File: config.mk
export PLATFORM = sky130hd
export DESIGN_NAME = apb_req_arbiter
export DESIGN_NICKNAME = d
export VERILOG_FILES = /design/src/rtl/apb_req_arbiter.sv
export SDC_FILE = /design/constraint.sdc
export NUM_CORES = 1
export LEC_CHECK = 0
export ABC_AREA = 0
export CAP_MARGIN = 20
export CORE_AREA = 2 2 169 171
export CTS_CLUSTER_DIAMETER = 100
export DETAILED_ROUTE_END_ITERATION = 12
export DIE_AREA = 0 0 171 173
export GPL_TIMING_DRIVEN = 0
export HOLD_SLACK_MARGIN = 0.1
export SETUP_SLACK_MARGIN = 0.5
export SLEW_MARGIN = 20
export SYNTH_ARGS = -nofsm -noshare
export SYNTH_HDL_FRONTEND = slang
export SYNTH_SLANG_ARGS = --single-unit
File: constraint.sdc
create_clock -name PCLK -period 3.58 [get_ports PCLK]
set_input_delay 0.358 -clock PCLK [delete_from_list [all_inputs] [get_ports PCLK]]
set_output_delay 0.358 -clock PCLK [all_outputs]
set_load 0.02 [all_outputs]
File: src/rtl/apb_req_arbiter.sv
// Round-robin arbiter that shares one APB master's command port among N_REQ requesters.
// Launches one transfer per grant, watches the bus for completion and aborts hung transfers.
module apb_req_arbiter #(
  parameter int N_REQ   = 4,
  parameter int TIMEOUT = 64
) (
  input  logic                 PCLK,
  input  logic                 PRESET,
  input  logic [N_REQ-1:0]     req_valid,
  input  logic [N_REQ-1:0]     req_write,
  input  logic [N_REQ*32-1:0]  req_addr,
  input  logic [N_REQ*32-1:0]  req_wdata,
  input  logic [N_REQ*4-1:0]   req_strb,
  output logic [N_REQ-1:0]     req_done,
  output logic                 req_err,
  output logic [31:0]          req_rdata,
  output logic [N_REQ-1:0]     grant,
  output logic                 SWRITE,
  output logic [31:0]          SADDR,
  output logic [31:0]          SWDATA,
  output logic [3:0]           SSTRB,
  output logic                 transfer,
  input  logic                 PSEL,
  input  logic                 PENABLE,
  input  logic                 PREADY,
  input  logic                 PSLVERR,
  input  logic [31:0]          PRDATA
);

  localparam int IW = (N_REQ > 1) ? $clog2(N_REQ) : 1;
  localparam int CW = $clog2(TIMEOUT);

  typedef enum logic [1:0] {IDLE, ISSUE, WAIT, DONE} state_t;

  state_t            state_q;
  logic [IW-1:0]     rr_ptr_q;
  logic [IW-1:0]     gnt_idx_q;
  logic [CW-1:0]     cnt_q;
  logic [N_REQ-1:0]  grant_q;
  logic [N_REQ-1:0]  req_done_q;
  logic              req_err_q;
  logic [31:0]       req_rdata_q;
  logic              swrite_q;
  logic [31:0]       saddr_q;
  logic [31:0]       swdata_q;
  logic [3:0]        sstrb_q;
  logic              transfer_q;

  logic [31:0]       addr_arr  [N_REQ];
  logic [31:0]       wdata_arr [N_REQ];
  logic [3:0]        strb_arr  [N_REQ];

  genvar gi;
  generate
    for (gi = 0; gi < N_REQ; gi++) begin : g_unpack
      assign addr_arr[gi]  = req_addr[32*gi +: 32];
      assign wdata_arr[gi] = req_wdata[32*gi +: 32];
      assign strb_arr[gi]  = req_strb[4*gi +: 4];
    end
  endgenerate

  // Scan starts just past the last owner so every requester gets a turn.
  logic          arb_found;
  logic [IW-1:0] arb_idx;
  logic [IW-1:0] cand;

  always_comb begin
    arb_found = 1'b0;
    arb_idx   = '0;
    cand      = '0;
    for (int off = 1; off <= N_REQ; off++) begin
      cand = IW'((int'(rr_ptr_q) + off) % N_REQ);
      if (!arb_found && req_valid[cand]) begin
        arb_found = 1'b1;
        arb_idx   = cand;
      end
    end
  end

  wire bus_done = PSEL & PENABLE & PREADY;

  always_ff @(posedge PCLK or posedge PRESET) begin
    if (PRESET) begin
      state_q     <= IDLE;
      rr_ptr_q    <= IW'(N_REQ - 1);
      gnt_idx_q   <= '0;
      cnt_q       <= '0;
      grant_q     <= '0;
      req_done_q  <= '0;
      req_err_q   <= 1'b0;
      req_rdata_q <= '0;
      swrite_q    <= 1'b0;
      saddr_q     <= '0;
      swdata_q    <= '0;
      sstrb_q     <= '0;
      transfer_q  <= 1'b0;
    end else begin
      transfer_q <= 1'b0;
      req_done_q <= '0;
      case (state_q)
        IDLE: begin
          if (arb_found) begin
            grant_q    <= N_REQ'(1) << arb_idx;
            gnt_idx_q  <= arb_idx;
            swrite_q   <= req_write[arb_idx];
            saddr_q    <= addr_arr[arb_idx];
            swdata_q   <= wdata_arr[arb_idx];
            sstrb_q    <= strb_arr[arb_idx];
            transfer_q <= 1'b1;
            state_q    <= ISSUE;
          end else begin
            grant_q <= '0;
          end
        end
        ISSUE: begin
          cnt_q   <= '0;
          state_q <= WAIT;
        end
        WAIT: begin
          if (bus_done) begin
            req_rdata_q <= swrite_q ? 32'h0 : PRDATA;
            req_err_q   <= PSLVERR;
            req_done_q  <= grant_q;
            state_q     <= DONE;
          end else if (cnt_q == CW'(TIMEOUT - 2)) begin
            // Last WAIT cycle: DONE lands exactly TIMEOUT cycles after ISSUE.
            req_rdata_q <= '0;
            req_err_q   <= 1'b1;
            req_done_q  <= grant_q;
            state_q     <= DONE;
          end else begin
            cnt_q <= cnt_q + CW'(1);
          end
        end
        DONE: begin
          rr_ptr_q <= gnt_idx_q;
          grant_q  <= '0;
          state_q  <= IDLE;
        end
        default: state_q <= IDLE;
      endcase
    end
  end

  assign req_done  = req_done_q;
  assign req_err   = req_err_q;
  assign req_rdata = req_rdata_q;
  assign grant     = grant_q;
  assign SWRITE    = swrite_q;
  assign SADDR     = saddr_q;
  assign SWDATA    = swdata_q;
  assign SSTRB     = sstrb_q;
  assign transfer  = transfer_q;

endmodule

==> impl_metrics.csv <==
group,metric,value,unit
sta,skew,0.01067,ns
layout,seqCellArea,3080,um2
sta,tns,0,ns
clocking,worstSkewPairLatency,0.42,ns
clocking,holdBufCountCts,0,
power_and_ir_drop,clkPwrFrac,19.7,%
sta,rsz0062_at_grt,"false",
sta,worst_slew_pin_slew,0.7896,ns
drt,drtIter0Drc,404,
synth,synth_top_area_share,43.84,%
synth,synth_edf_count,0,
die,num_io_pins,429,
die,start_util,25.00,%
placed_design,post-dp-hpwl,23490,um
sta,slew_violations,0,
global_route,grt_overflow_total,0,
setup_path,max_stage_delay,0.69,ns
setup_path,critPathCaptureType,"flop",
drt,routed_wl,30020,um
global_route,antenna_found_initial,0,
power_and_ir_drop,power,8.663,mW
clocking,cts_tree,"done",
drt,wl_per_cell,19.10,um
die,core.rowCount,61,
setup_path,crit_chain,"clkdlybuf4s50_1, buf_2, nor2_1, o2bb2ai_1, a211oi_2, clkbuf_1, nor2_1, o2bb2ai_1",
synth,ys_top_cells_by_count,"dfrtp_1, o21ai_1, nand2_1",
sta,hold_viol_final,0,
sta,min_period_over_period,69.21,%
drt,firstDrtPassIters,5,
layout,multi_input_area,3456,um2
placed_design,dp_cells,1540,
clocking,cts_made_buffers,17,
placed_design,place_area,11740,um2
layout,final_util,44.53,%
power_and_ir_drop,power_density,704.1,nW/um2
sta,max_slew_margin,47.36,%
setup_path,cp_data_arrival_time,2.77,ns
clocking,post_cts_buffers,0,
flow_run,max-cap-violations,0,
power_and_ir_drop,internal_power,4.914,mW
sta,min_period,2.478,ns
synth,synthDistinctLibCells,51,
layout,antenna_cells,0,
power_and_ir_drop,p_sw,3.749,mW
global_route,grt_busiest_layer,"met2",
global_route,use_met2,34.26,%
placed_design,gp_congestion,0.8625,
drt,drc,0,
synth,synthFlopType,"dfrtp_1",
power_and_ir_drop,seq_power_share,25.8,%
synth,ys_warn_count,0,
synth,synth_area_leaders,"dfrtp_1, o21ai_1, mux2i_1",
placed_design,numPortBuffers,426,
global_route,grtUsageMet1,25.00,%
synth,ys_seq_area_share,44.60,%
die,fp.coreArea,27630,um2
setup_path,cp.required,3.87,ns
power_and_ir_drop,pwr-share-comb,54.5,%
worst_hold_path,hp-class,"input port to async pin",
clocking,cts.path.max_buffers,2,
die,die_h,173,um
clocking,cts_resized,0,
setup_path,timing.rr.start,"rr_ptr_q[0]$_DFFE_PP1N_",
drt,detail-route-antenna-nets,0,
synth,ys_ff_latch,123,
layout,nets,1505,
global_route,grt_max_degree,31,
setup_path,worstSetupPathType,"input port to flop",
clocking,root_buffer,"clkbuf_16",
synth,synth.avg_cell_area,9.435,um2
die,die_x,171,um
drt,vias_per_cell,4.879,
outcome,status,"finished, final reports clean",
clocking,clkTransAtPathRegs,0.07,ns
power_and_ir_drop,p_leak,5.012,nW
power_and_ir_drop,vdd_drop_max,0.2812,mV
synth,syn-cell-area,6907,um2
sta,setup_viol,0,
layout,drive_gt1_share,7.370,%
layout,syn_to_final_growth,78.15,%
setup_path,reg2reg_to,"SWDATA[13]$_DFFE_PP0P_",
setup_path,reg2regPathDepth,6,
synth,async_flop_share,100.0,%
synth,synth_fp_nets,1056,
setup_path,worst-path-max-fanout,10,
global_route,grt_pass1_vias,7900,
clocking,cts_max_level,4,
layout,fin_cells,1572,
layout,stdcell_area,12300,um2
setup_path,reg2reg_slack,1.18,ns
die,die-area,29580,um2
synth,netlist_instances,732,
setup_path,cp-start-kind,"input port",
clocking,cts.sinks,123,
drt,vias,7670,
global_route,grt_pass1_wl,45700,um
setup_path,slowest_stage,"a211oi_2",
power_and_ir_drop,switching_share,43.28,%
synth,synth.most_common_cell,"dfrtp_1",
sta,max_freq,403.6,MHz
synth,synth_area_leader_cell,"dfrtp_1",
global_route,grtUsageTotal,20.04,%
global_route,use_met3,4.555,%
layout,fillers,2777,
## sequential cells by signal, indices dropped and copies added, names as in the netlist, 2 cells and up
register / cells
SSTRB: 4
SWDATA: 32
gnt_idx_q: 2
req_done: 4
req_rdata: 32
SADDR: 32
rr_ptr_q: 2
state_q: 2
grant: 4
cnt_q: 6
## cell usage in the layout (no fill, tap or decap), types with 2 or more instances in the layout
| cell | instances |
|---|---|
| a21oi_1 | 5 |
| a221o_1 | 45 |
| a221oi_1 | 24 |
| a22o_1 | 3 |
| a2bb2oi_1 | 2 |
| a32o_1 | 2 |
| and2_1 | 4 |
| buf_1 | 2 |
| buf_12 | 3 |
| buf_2 | 21 |
| buf_4 | 2 |
| buf_6 | 6 |
| clkbuf_1 | 34 |
| clkbuf_16 | 17 |
| clkdlybuf4s50_1 | 426 |
| clkinv_4 | 2 |
| clkinvlp_4 | 3 |
| dfrtp_1 | 121 |
| dfstp_2 | 2 |
| ha_1 | 6 |
| inv_1 | 8 |
| inv_2 | 2 |
| inv_6 | 7 |
| inv_8 | 3 |
| mux2_1 | 11 |
| mux2_2 | 13 |
| mux2i_1 | 46 |
| nand2_1 | 79 |
| nand2b_1 | 4 |
| nand3_1 | 36 |
| nand4_1 | 2 |
| nor2_1 | 58 |
| nor3_1 | 2 |
| o21a_1 | 2 |
| o21ai_0 | 24 |
| o21ai_1 | 117 |
| o22ai_1 | 2 |
| o2bb2ai_1 | 26 |
## per-stage QoR
step,hold WS (ns),setup WS [ns]
floorplan,0.4458,1.712
global placement,0.4500,0.3092
finish,0.3815,1.102
global route,0.4154,0.8952
detailed placement,0.4548,0.5907
CTS,0.3847,1.019
## worst max-delay path by stage
stage          depth (start not counted)                      to          from  slack, ns
2_1_floorplan                          1    SADDR[0]$_DFFE_PP0P_        PRESET       1.71
3_3_place_gp                           2   SWDATA[2]$_DFFE_PP0P_        PRESET       0.31
3_5_place_dp                           8   SADDR[28]$_DFFE_PP0P_  req_valid[1]       0.59
4_1_cts                                8    SSTRB[1]$_DFFE_PP0P_  req_valid[1]       1.02
5_1_grt                                8   SWDATA[3]$_DFFE_PP0P_  req_valid[1]       0.90
6_report                               8  SWDATA[13]$_DFFE_PP0P_  req_valid[1]       1.10
## layout make-up
type,instances,share of cell area [%]
repair buffers,430,35.37
multi-input cells,532,28.09
flip-flops and latches,123,25.04
well taps,378,3.844
clock buffers,17,3.457
plain buffers,65,2.624
clock inverters,15,1.169
inverters,12,0.4169
## metal layers
layer,vias up,share of wire [%]
met5,-,0
met4,0,2.3
met3,36,6.5
met2,319,49
met1,3669,42
li1,3646,-
## logic make-up after synthesis
group                      synth area share, %
AOI/OAI and AO/OA                        26.67
adders and majority gates                1.087
buffers and inverters                    5.362
DFF                                      44.60
muxes                                    10.58
and+or+nand+nor                          11.70
## power by group through the flow
stage          clock (mW)  combinational [mW]  sequential, mW
2_1_floorplan           0                2.18            2.71
4_1_cts              1.76                4.79            2.23
3_3_place_gp            0                4.73            2.22
6_report             1.71                4.72            2.23
5_1_grt              1.83                5.17            2.29
3_5_place_dp            0                4.78            2.24
## worst max-delay path: cells and delay by family
family | cells | cell delay [ns]
AO/OA/AOI/OAI | 3 | 0.94
AND/OR/NAND/NOR | 2 | 0.28
buffers and inverters | 3 | 1.18
No activity file was read; power rests on OpenSTA's default activity.
